===== src/rtl/regfile_wb_arbiter.sv =====
// Register-file writeback arbiter: shares the single write port between
// single-cycle EXEC results and multi-cycle MEM load returns. MEM normally
// has priority; an aging counter forces an EXEC grant after STARVE_LIMIT
// consecutive EXEC losses. A scoreboard tracks registers with an
// outstanding load so decode can stall on RAW hazards.
module regfile_wb_arbiter #(
  parameter int unsigned STARVE_LIMIT = 3
) (
  input  logic        CLK,
  input  logic        RSTN,
  input  logic        EXEC_VALID,
  input  logic [4:0]  EXEC_RD,
  input  logic [31:0] EXEC_DATA,
  output logic        EXEC_READY,
  input  logic        MEM_VALID,
  input  logic [4:0]  MEM_RD,
  input  logic [31:0] MEM_DATA,
  output logic        MEM_READY,
  input  logic        ISSUE_VALID,
  input  logic [4:0]  ISSUE_RD,
  output logic [31:0] BUSY_MASK,
  output logic        WRITE_ENABLE,
  output logic [4:0]  WRITE_ADDR,
  output logic [31:0] WRITE_DATA
);

  typedef enum logic [0:0] {
    MEM_PRIO   = 1'b0,
    EXEC_FORCE = 1'b1
  } state_e;

  localparam logic [2:0] LOSS_LIMIT = 3'(STARVE_LIMIT);

  state_e      state_q, state_d;
  logic [2:0]  loss_cnt_q, loss_cnt_d;
  logic [2:0]  loss_inc_s;
  logic        exec_grant_s;
  logic        mem_grant_s;

  logic        write_enable_q, write_enable_d;
  logic [4:0]  write_addr_q, write_addr_d;
  logic [31:0] write_data_q, write_data_d;
  logic [31:0] busy_mask_q, busy_mask_d;

  // Saturating increment of the loss counter; never exceeds the limit.
  always_comb begin
    if (loss_cnt_q >= LOSS_LIMIT) begin
      loss_inc_s = LOSS_LIMIT;
    end else begin
      loss_inc_s = loss_cnt_q + 3'd1;
    end
  end

  // Arbitration FSM: grants depend only on the two VALIDs and current state.
  // Grants are suppressed while reset is asserted so in-flight handshakes drop.
  always_comb begin
    state_d      = state_q;
    loss_cnt_d   = loss_cnt_q;
    exec_grant_s = 1'b0;
    mem_grant_s  = 1'b0;
    if (!RSTN) begin
      state_d    = MEM_PRIO;
      loss_cnt_d = 3'd0;
    end else begin
      case (state_q)
        MEM_PRIO: begin
          if (MEM_VALID) begin
            mem_grant_s = 1'b1;
            if (EXEC_VALID) begin
              loss_cnt_d = loss_inc_s;
              if (loss_inc_s == LOSS_LIMIT) begin
                state_d = EXEC_FORCE;
              end else begin
                state_d = MEM_PRIO;
              end
            end else begin
              loss_cnt_d = loss_cnt_q;
            end
          end else if (EXEC_VALID) begin
            exec_grant_s = 1'b1;
            loss_cnt_d   = 3'd0;
          end else begin
            loss_cnt_d = loss_cnt_q;
          end
        end
        EXEC_FORCE: begin
          loss_cnt_d = 3'd0;
          state_d    = MEM_PRIO;
          if (EXEC_VALID) begin
            exec_grant_s = 1'b1;
          end else if (MEM_VALID) begin
            mem_grant_s = 1'b1;
          end else begin
            mem_grant_s = 1'b0;
          end
        end
        default: begin
          state_d    = MEM_PRIO;
          loss_cnt_d = 3'd0;
        end
      endcase
    end
  end

  // Write-port next state: a transfer drives the port in the following cycle;
  // x0 destinations update address/data but never strobe the write.
  always_comb begin
    write_enable_d = 1'b0;
    write_addr_d   = write_addr_q;
    write_data_d   = write_data_q;
    if (exec_grant_s) begin
      write_enable_d = (EXEC_RD != 5'd0);
      write_addr_d   = EXEC_RD;
      write_data_d   = EXEC_DATA;
    end else if (mem_grant_s) begin
      write_enable_d = (MEM_RD != 5'd0);
      write_addr_d   = MEM_RD;
      write_data_d   = MEM_DATA;
    end else begin
      write_enable_d = 1'b0;
    end
  end

  // Scoreboard next state: returning load clears, new issue sets (set wins).
  always_comb begin
    busy_mask_d = busy_mask_q;
    if (mem_grant_s) begin
      busy_mask_d[MEM_RD] = 1'b0;
    end else begin
      busy_mask_d = busy_mask_q;
    end
    if (ISSUE_VALID && (ISSUE_RD != 5'd0)) begin
      busy_mask_d[ISSUE_RD] = 1'b1;
    end else begin
      busy_mask_d[0] = 1'b0;
    end
    busy_mask_d[0] = 1'b0;
  end

  // State, counter, write port and scoreboard registers with synchronous reset.
  always_ff @(posedge CLK) begin
    if (!RSTN) begin
      state_q        <= MEM_PRIO;
      loss_cnt_q     <= 3'd0;
      write_enable_q <= 1'b0;
      write_addr_q   <= 5'd0;
      write_data_q   <= 32'd0;
      busy_mask_q    <= 32'd0;
    end else begin
      state_q        <= state_d;
      loss_cnt_q     <= loss_cnt_d;
      write_enable_q <= write_enable_d;
      write_addr_q   <= write_addr_d;
      write_data_q   <= write_data_d;
      busy_mask_q    <= busy_mask_d;
    end
  end

  assign EXEC_READY   = exec_grant_s;
  assign MEM_READY    = mem_grant_s;
  assign BUSY_MASK    = busy_mask_q;
  assign WRITE_ENABLE = write_enable_q;
  assign WRITE_ADDR   = write_addr_q;
  assign WRITE_DATA   = write_data_q;

endmodule

===== config.mk =====
export PLATFORM = sky130hd
export DESIGN_NAME = regfile_wb_arbiter
export DESIGN_NICKNAME = d
export VERILOG_FILES = /design/src/rtl/regfile_wb_arbiter.sv
export SDC_FILE = /design/constraint.sdc
export NUM_CORES = 1
export LEC_CHECK = 0
export CAP_MARGIN = 10
export CORE_ASPECT_RATIO = 1.25
export CORE_UTILIZATION = 25
export CTS_CLUSTER_DIAMETER = 30
export DETAILED_ROUTE_END_ITERATION = 10
export GPL_ROUTABILITY_DRIVEN = 1
export MAX_ROUTING_LAYER = met4
export PLACE_DENSITY = 0.63
export SLEW_MARGIN = 15
export SYNTH_ARGS = -nofsm -noshare
export SYNTH_HDL_FRONTEND = slang
export SYNTH_SLANG_ARGS = --single-unit
export TNS_END_PERCENT = 50

===== constraint.sdc =====
create_clock -name CLK -period 2.4 [get_ports CLK]
set_input_delay 0.36 -clock CLK [delete_from_list [all_inputs] [get_ports CLK]]
set_output_delay 0.36 -clock CLK [all_outputs]
set_load 0.02 [all_outputs]

==> metrics.md, run 1 <==
| Metric | Value |
|---|---|
| Status | finished, final reports clean |
| Vias per cell | 5.23 |
| Synth area leaders | dfxtp_1 42%, o21ai_0 10%, o41ai_1 7.8% |
| Crit path DAT | 1.85 ns |
| Die X-Extent | 108 um |
| Area after DPL | 5140 um^2 |
| Area leader, netlist | dfxtp_1 |
| Post-Synth Adder-Cell Area | 0.715% |
| Sequential share of the synthesized area | 41.7% |
| M2 GR Usage | 28.8% |
| Die ar. | 14500 um^2 |
| Largest net degree at the start of global routing | 75 |
| Core ar. | 13800 um^2 |
| Number of max-cap violations | 0 |
| Slowest CP cell | clkdlybuf4s50_1 |
| Worst slack, placed | 0.173 ns |
| Dpl hpwl | 8440 um |
| Critical path origin | MEM_VALID |
| Clock slew at reported path FFs | 0.05 ns |
| Mapped Area | 3500 um^2 |
| Via count | 3804 |
| Gates resized, CTS repair | 0 |
| Yosys cell types | 40 |
| Worst-Skew Late Latency | 0.33 ns |
| Core Rows | 48 |
| Placed Cells | 712 |
| Die Y-Extent | 134 um |
| Warning count from the yosys run | 0 |
| Grt peak-use layer | met2 |
| Design Area, Final | 5430 um^2 |
| Cell Pwr Density | 598 nW/um^2 |
| Crit path cell chain | clkdlybuf4s50_1 > and2b_1 > nor2_1 > clkdlybuf4s50_1 |
| Io pins | 156 |
| Switching power | 0.824 mW |
| Final Worst Setup Slack | 0.192 ns |
| GR Util met3 | 4.08% |
| TritonCTS clock tree | built |
| Min cycle time layout | 2.21 ns |
| Clock sink total | 73 |
| Total wire length | 12600 um |
| Tcrit/Tclk final | 92.0% |
| H-tree Lvls | 3 |
| Fin. Hold Viols | 0 |
| Area growth syn-to-layout | 55.2% |
| #FFs+latches synth | 73 |
| Req. time, crit path | 2.04 ns |
| RSZ-0062 raised after global routing | false |
| TritonRoute pass-1 iters | 4 |
| FF+latch area | 1460 um^2 |
| Synth Area in Compound Gates | 33.5% |
| Finished Core Util | 39.5% |
| Most repeated library cell on the critical path | clkdlybuf4s50_1 |
| GP Congestion | 0.794 |
| Mapped Cells | 417 |
| Area of the multi-input gates | 1790 um^2 |
| Tot GR Track Use | 17.6% |
| Initial antenna violation count | 0 |
| Seq pwr share | 40.1% |
| CTS Hold Bufs | 0 |
| R2R Path Start | loss_cnt_q[0]$_SDFFE_PN0P_ |
| Number of I/O port buffers | 154 |
| CTS buffer count | 9 |
| ANT nets after route | 0 |
| Setup TNS Final | 0 ns |
| Routing usage on met1 | 21.0% |
| WS Path Type | in -> out |
| Min-delay worst type | reg -> reg |
| LEAKAGE | 1.82 nW |
| Simple-gate share of the synthesized area | 16.9% |
| Clock skew | 0.00560 ns |
| Tot Pwr | 3.25 mW |
| # setup viols final | 0 |
| Mux share of post-synthesis cell area | 0% |
| Vias in the first global route | 3655 |
| Syn Nets | 503 |
| Final net count | 634 |
| DR DRC count | 0 |
| Worst setup SP type | input port |
| Detailed Route Iter0 Violations | 340 |
| Starting Density | 25.5% |
| # diodes | 0 |
| Highest clock rate | 453 MHz |
| First-pass GRT wire length | 19400 um |
| Switching power share of the total | 25.4% |
| Finished Layout Cells | 727 |
| Worst Path Max Fanout | 2 |
| Clk network pwr share | 41.2% |
| Hold wc startpoint | BUSY_MASK[14]$_SDFF_PN0_ |
| CP endpoint kind | primary output |
| Largest family of logic cells by synthesized area | compound AO/OA/AOI/OAI gates |
| WL/cell | 17.3 um |
| Leading cell type in the layout, fill and taps excluded | clkdlybuf4s50_1 |
| Post-synth EDFFs | 0 |
| Max Slew Vio Count | 0 |
| Ratio of cells with drive above 1 in the final layout | 5.62% |
| Top cell type's share of synthesized area | 41.7% |
| CP peak stage delay | 0.67 ns |
| XOR/XNOR Fraction of Synth Area | 0% |
| Mapped Avg Cell Area | 8.40 um^2 |
| # fillers | 1436 |
| CTS Buffer Depth | 2 |
| Primary FF master, synth | dfxtp_1 |
| GRT overflow | 0 |
| WHS | 0.460 ns |
| FFs w/ async S/R, synth | 0% |
| Worst IR drop on VDD | 0.000299 V |
| Internal power | 2.42 mW |
| CTS Root Cell | clkbuf_16 |
| Most frequent cells in the layout | 153 x clkdlybuf4s50_1, 73 x dfxtp_1, 72 x o21ai_0 |
| Post-CTS setup buffer count | 0 |
| Part of the power in combinational logic | 18.7% |
==> registers in the layout (all words and copies together) (netlist names) <==
signal,count
WRITE_ENABLE,1
WRITE_DATA,32
WRITE_ADDR,5
loss_cnt_q,3
BUSY_MASK,31
state_q,1
==> synthesized netlist by cell type, drive strengths merged (3+ instances only) <==
| cell | n |
|---|---|
| dfxtp | 73 |
| o41ai | 31 |
| and3b | 5 |
| nor2 | 4 |
| nand3 | 38 |
| o21ai | 75 |
| buf | 21 |
| a21boi | 32 |
| nand2b | 3 |
| clkbuf | 26 |
| nand3b | 3 |
| nor3b | 4 |
| nand2 | 37 |
| a31oi | 37 |
| or3b | 3 |
==> worst max-delay path: cells and delay by family <==
family                 cells  cell delay (ns)
and+or+nand+nor            2             0.37
buffers and inverters      2             1.10
==> path summary, 6_finish.rpt <==
kind | endpoint | slack [ns] | cells after the start
worst min register to register | BUSY_MASK[14]$_SDFF_PN0_ | 0.46 | 2
worst max register to register | loss_cnt_q[0]$_SDFFE_PN0P_ | 0.73 | 5
worst max-delay path | EXEC_READY | 0.19 | 4
worst min-delay path | BUSY_MASK[14]$_SDFF_PN0_ | 0.46 | 2
==> final cells by class <==
cell class | instances | area share (%)
Clock buffer | 12 | 4.72
Clock inverter | 3 | 0.737
Inverter | 1 | 0.0691
Multi-Input combinational cell | 296 | 33.0
Sequential cell | 73 | 26.9
Tap cell | 175 | 4.03
Timing Repair Buffer | 167 | 30.5
==> routing by layer <==
layer  vias up  part of all wire, %
met3        13                  7.4
met2       168                   48
met4         0                  1.3
li1       1830                    -
met5         -                    0
met1      1793                   43
==> power by group through the flow <==
stage          Sequential [mW]  Combinational [mW]  Clock [mW]
4_1_cts                   1.30               0.611        1.38
5_1_grt                   1.31               0.652        1.43
3_3_place_gp              1.32               0.603           0
6_report                  1.30               0.607        1.34
2_1_floorplan             1.39               0.210           0
3_5_place_dp              1.33               0.608           0
==> logic make-up (layout without fill, tap and decap cells) <==
group | count (synthesis) | after routing
buf+inv | 48 | 183
simple gates | 112 | 112
flops | 73 | 73
fa+ha+maj | 2 | 2
compound gates | 181 | 181
other cells | 1 | 1
Note: power is estimated with default switching activity, not from simulation.
==> run 2, diff against run 1 <==
CORE_UTILIZATION = 40   (was 25)
PLACE_DENSITY = 0.87   (was 0.63)
==> run 2 against run 1 <==
Sequential cell count stayed put. Non-clock buffer count shrank 2. Sequential share of layout area grew 0.78 points. Cell count is 8.1% lower. Combinational power decreased by 1%. Critical path type unchanged. Critical endpoint unchanged. Largest cell class unchanged.
==> metrics.md, run 2 (same netlist as run 1, synthesis figures left out) <==
| Metric | Value |
|---|---|
| Crit path DAT | 1.86 ns |
| Area after DPL | 5040 um^2 |
| Die ar. | 9130 um^2 |
| Detailed Route Iter0 Violations | 265 |
| Crit path cell chain | clkdlybuf4s50_1 > and2b_1 > nor2_1 > clkdlybuf4s50_1 |
| Vias per cell | 5.65 |
| CTS Buffer Depth | 2 |
| Area growth syn-to-layout | 50.8% |
| Worst slack, placed | 0.186 ns |
| GRT overflow | 0 |
| CP peak stage delay | 0.67 ns |
| Clock skew | 0.00994 ns |
| H-tree Lvls | 3 |
| Switching power share of the total | 25.8% |
| Post-CTS setup buffer count | 0 |
| Setup TNS Final | 0 ns |
| Internal power | 2.28 mW |
| First-pass GRT wire length | 18200 um |
| Ratio of cells with drive above 1 in the final layout | 5.44% |
| Tcrit/Tclk final | 92.6% |
| CTS Hold Bufs | 0 |
| Io pins | 156 |
| GP Congestion | 0.848 |
| Status | finished, final reports clean |
| Die X-Extent | 85.7 um |
| Final net count | 632 |
| Req. time, crit path | 2.04 ns |
| Worst setup SP type | input port |
| Highest clock rate | 450 MHz |
| Design Area, Final | 5280 um^2 |
| Part of the power in combinational logic | 19.5% |
| Starting Density | 41.8% |
| WS Path Type | in -> out |
| # diodes | 0 |
| Initial antenna violation count | 0 |
| Vias in the first global route | 3613 |
| Slew HR | 64.6% |
| Max Slew Vio Count | 0 |
| Number of I/O port buffers | 154 |
| Clk network pwr share | 38.4% |
| Gates resized, CTS repair | 0 |
| Core Rows | 37 |
| Max reg flops | 32 |
| Via count | 3775 |
| Core ar. | 8380 um^2 |
| WL/cell | 17.2 um |
| TritonRoute pass-1 iters | 6 |
| Most frequent cells in the layout | 153 x clkdlybuf4s50_1, 73 x dfxtp_1, 72 x o21ai_0 |
| Fin. Hold Viols | 0 |
| Worst Path Max Fanout | 4 |
| Worst-Skew Late Latency | 0.35 ns |
| Switching power | 0.794 mW |
| TritonCTS clock tree | built |
| Clock slew at reported path FFs | 0.07 ns |
| Tot GR Track Use | 25.8% |
| Leading cell type in the layout, fill and taps excluded | clkdlybuf4s50_1 |
| Tot Pwr | 3.08 mW |
| Clock sink total | 73 |
| Min-delay worst type | reg -> reg |
| RSZ-0062 raised after global routing | false |
| Slowest CP cell | clkdlybuf4s50_1 |
| Most repeated library cell on the critical path | clkdlybuf4s50_1 |
| CTS buffer count | 9 |
| ANT nets after route | 0 |
| Final Worst Setup Slack | 0.177 ns |
| CTS Root Cell | clkbuf_8 |
| # setup viols final | 0 |
| Largest net degree at the start of global routing | 75 |
| LEAKAGE | 1.77 nW |
| Worst IR drop on VDD | 0.000300 V |
| Total wire length | 11500 um |
| Die Y-Extent | 107 um |
| Number of max-cap violations | 0 |
| CP endpoint kind | primary output |
| Worst slew pin tran | 0.530 ns |
| Min cycle time layout | 2.22 ns |
| Cell Pwr Density | 583 nW/um^2 |
| Dpl hpwl | 7540 um |
| Seq pwr share | 42.2% |
| DR DRC count | 0 |
run 2: path summary, 6_finish.rpt:
path                                            startpoint                         end  slack (ns)  cells after the start
worst max-delay path                             MEM_VALID                  EXEC_READY        0.18                      4
worst min-delay path              BUSY_MASK[22]$_SDFF_PN0_    BUSY_MASK[22]$_SDFF_PN0_        0.47                      2
worst max register to register  loss_cnt_q[0]$_SDFFE_PN0P_  loss_cnt_q[0]$_SDFFE_PN0P_        0.75                      5
worst min register to register    BUSY_MASK[22]$_SDFF_PN0_    BUSY_MASK[22]$_SDFF_PN0_        0.47                      2
run 2: metal layers:
layer / share of wire, % / global-route usage (%)
met2: 49 / 42.7
met1: 40 / 29.3
met4: 2.2 / 10.1
met5: 0 / -
met3: 9.5 / 7.70
run 2: stage by stage:
step | hold WS (ns) | cells | util, %
global route | 0.487 | 668 | 63.0
floorplan | 0.464 | 417 | -
global placement | 0.447 | 652 | 60.1
finish | 0.465 | 668 | 63.0
detailed placement | 0.454 | 652 | 60.1
CTS | 0.467 | 668 | 63.0
run 2: worst max-delay path, delay by kind of cell:
kind	cells	cell delay (ns)
buffers and inverters	2	1.14
AND/OR/NAND/NOR	2	0.36
run 2: cell type report:
class | count | area, um^2
Clock inverter | 5 | 103
Sequential cell | 73 | 1460
Multi-Input combinational cell | 296 | 1790
Inverter | 1 | 3.75
Clock buffer | 11 | 141
Timing Repair Buffer | 165 | 1630
Tap cell | 117 | 146
Fill cell | 755 | 3100
run 2: power by group through the flow:
stage	clock network (mW)	registers [mW]	logic, mW
after detailed placement	0	1.33	0.594
after floorplan	0	1.39	0.210
after CTS	1.20	1.30	0.598
final	1.18	1.30	0.599
after global routing	1.26	1.30	0.643
after global placement	0	1.32	0.585
==> run 3, diff against run 2 <==
CORE_ASPECT_RATIO = 1.4   (was 1.25)
==> run 3 against run 2 <==
Non-clock buffer count up 1. Fmax is 1.1% higher. Clock power up 25%. Critical endpoint unchanged.
==> metrics.md, run 3 (same netlist as run 1, synthesis figures left out) <==
| Metric | Value |
|---|---|
| Final net count | 633 |
| Die Y-Extent | 113 um |
| Vias per cell | 5.92 |
| Core Rows | 40 |
| DR DRC count | 0 |
| # setup viols final | 0 |
| Crit path cell chain | clkdlybuf4s50_1 > and2b_1 > nor2_1 > clkdlybuf4s50_1 |
| Crit path max-delay family | buffers and inverters |
| Min-delay worst type | reg -> reg |
| Ratio of cells with drive above 1 in the final layout | 5.63% |
| FF+latch area | 1460 um^2 |
| Highest clock rate | 455 MHz |
| Cell Pwr Density | 628 nW/um^2 |
| Max reg flops | 32 |
| Clock slew at reported path FFs | 0.06 ns |
| Area growth syn-to-layout | 53.4% |
| Die ar. | 9140 um^2 |
| # fillers | 730 |
| Via count | 3883 |
| Dpl hpwl | 7710 um |
| Fin. Hold Viols | 0 |
| Initial antenna violation count | 0 |
| CTS Buffer Depth | 2 |
| Clock sink total | 73 |
| Worst Path Max Fanout | 4 |
| Number of max-cap violations | 0 |
| CTS Hold Bufs | 0 |
| Vias in the first global route | 3789 |
| Tot GR Track Use | 26.1% |
| Worst slack, placed | 0.217 ns |
| Area of the multi-input gates | 1790 um^2 |
| Most repeated library cell on the critical path | clkdlybuf4s50_1 |
| Clock skew | 0.00618 ns |
| Most frequent cells in the layout | 153 x clkdlybuf4s50_1, 73 x dfxtp_1, 72 x o21ai_0 |
| Total wire length | 11600 um |
| Worst IR drop on VDD | 0.000451 V |
| Final Worst Setup Slack | 0.201 ns |
| Largest net degree at the start of global routing | 75 |
| Gates resized, CTS repair | 0 |
| Post-CTS setup buffer count | 0 |
| Detailed Route Iter0 Violations | 179 |
| GP Congestion | 0.950 |
| Slowest CP cell | clkdlybuf4s50_1 |
| CP bufs+invs | 2 |
| Starting Density | 40.9% |
| CTS Root Cell | clkbuf_16 |
| Worst-Skew Late Latency | 0.33 ns |
| # diodes | 0 |
| Tcrit/Tclk final | 91.6% |
| Setup TNS Final | 0 ns |
| Worst setup SP type | input port |
| Leading cell type in the layout, fill and taps excluded | clkdlybuf4s50_1 |
| Status | finished, final reports clean |
| Min cycle time layout | 2.20 ns |
| ANT nets after route | 0 |
| CP peak stage delay | 0.64 ns |
| Crit path DAT | 1.84 ns |
| TritonCTS clock tree | built |
| Io pins | 156 |
| Max Slew Vio Count | 0 |
| LEAKAGE | 1.82 nW |
| GRT overflow | 0 |
| H-tree Lvls | 3 |
| First-pass GRT wire length | 17900 um |
| TritonRoute pass-1 iters | 5 |
| RSZ-0062 raised after global routing | false |
| WL/cell | 17.7 um |
| CTS buffer count | 9 |
| Die X-Extent | 81.1 um |
| CP endpoint kind | primary output |
| Number of I/O port buffers | 154 |
| Req. time, crit path | 2.04 ns |
| Core ar. | 8560 um^2 |
| WS Path Type | in -> out |
[run 3: path summary, 6_finish.rpt]
| kind | slack [ns] | from | endpoint | depth (start not counted) |
|---|---|---|---|---|
| max | 0.20 | MEM_VALID | EXEC_READY | 4 |
| min | 0.47 | BUSY_MASK[28]$_SDFF_PN0_ | BUSY_MASK[28]$_SDFF_PN0_ | 2 |
| max reg2reg | 0.78 | loss_cnt_q[0]$_SDFFE_PN0P_ | loss_cnt_q[0]$_SDFFE_PN0P_ | 5 |
| min reg2reg | 0.47 | BUSY_MASK[28]$_SDFF_PN0_ | BUSY_MASK[28]$_SDFF_PN0_ | 2 |
[run 3: worst register-to-register path, cell delays in order, from the launching register on]
cell	delay, ns
dfxtp_1	0.35
ha_1	0.21
ha_1	0.21
or4b_1	0.47
a32oi_1	0.21
nor2b_1	0.06
[run 3: metal layers]
layer	global-route usage, %	up-vias	routed length (um)
met2	43.0	199	5710
met3	7.18	34	1030
met1	27.4	1820	4410
met4	15.0	0	441
met5	-	-	0
li1	-	1830	-
[run 3: report_power, final]
| part | total [mW] | internal (mW) | switching [mW] | leakage [nW] |
|---|---|---|---|---|
| clock | 1.47 | 0.962 | 0.507 | 0.158 |
| sequential | 1.30 | 1.27 | 0.0285 | 0.598 |
| combinational | 0.605 | 0.299 | 0.306 | 1.06 |
| total | 3.37 | 2.53 | 0.841 | 1.82 |
[run 3: area by class of cell]
class                   instances  area share [%]
clock buffers                  11            4.71
clock inverters                 4            1.42
inverters                       1          0.0699
multi-input cells             296            33.4
flip-flops and latches         73            27.2
well taps                     105            2.45
repair buffers                166            30.8
[run 3: through the flow]
step                instances  util (%)  power [mW]  instance area, um^2  hold WS [ns]
floorplan                 417         -        1.60                 3500         0.464
global placement          641      58.9        1.92                 5040         0.447
detailed placement        641      58.9        1.93                 5040         0.454
CTS                       656      62.7        3.40                 5370         0.466
global route              656      62.7        3.50                 5370         0.484
finish                    656      62.7        3.37                 5370         0.466
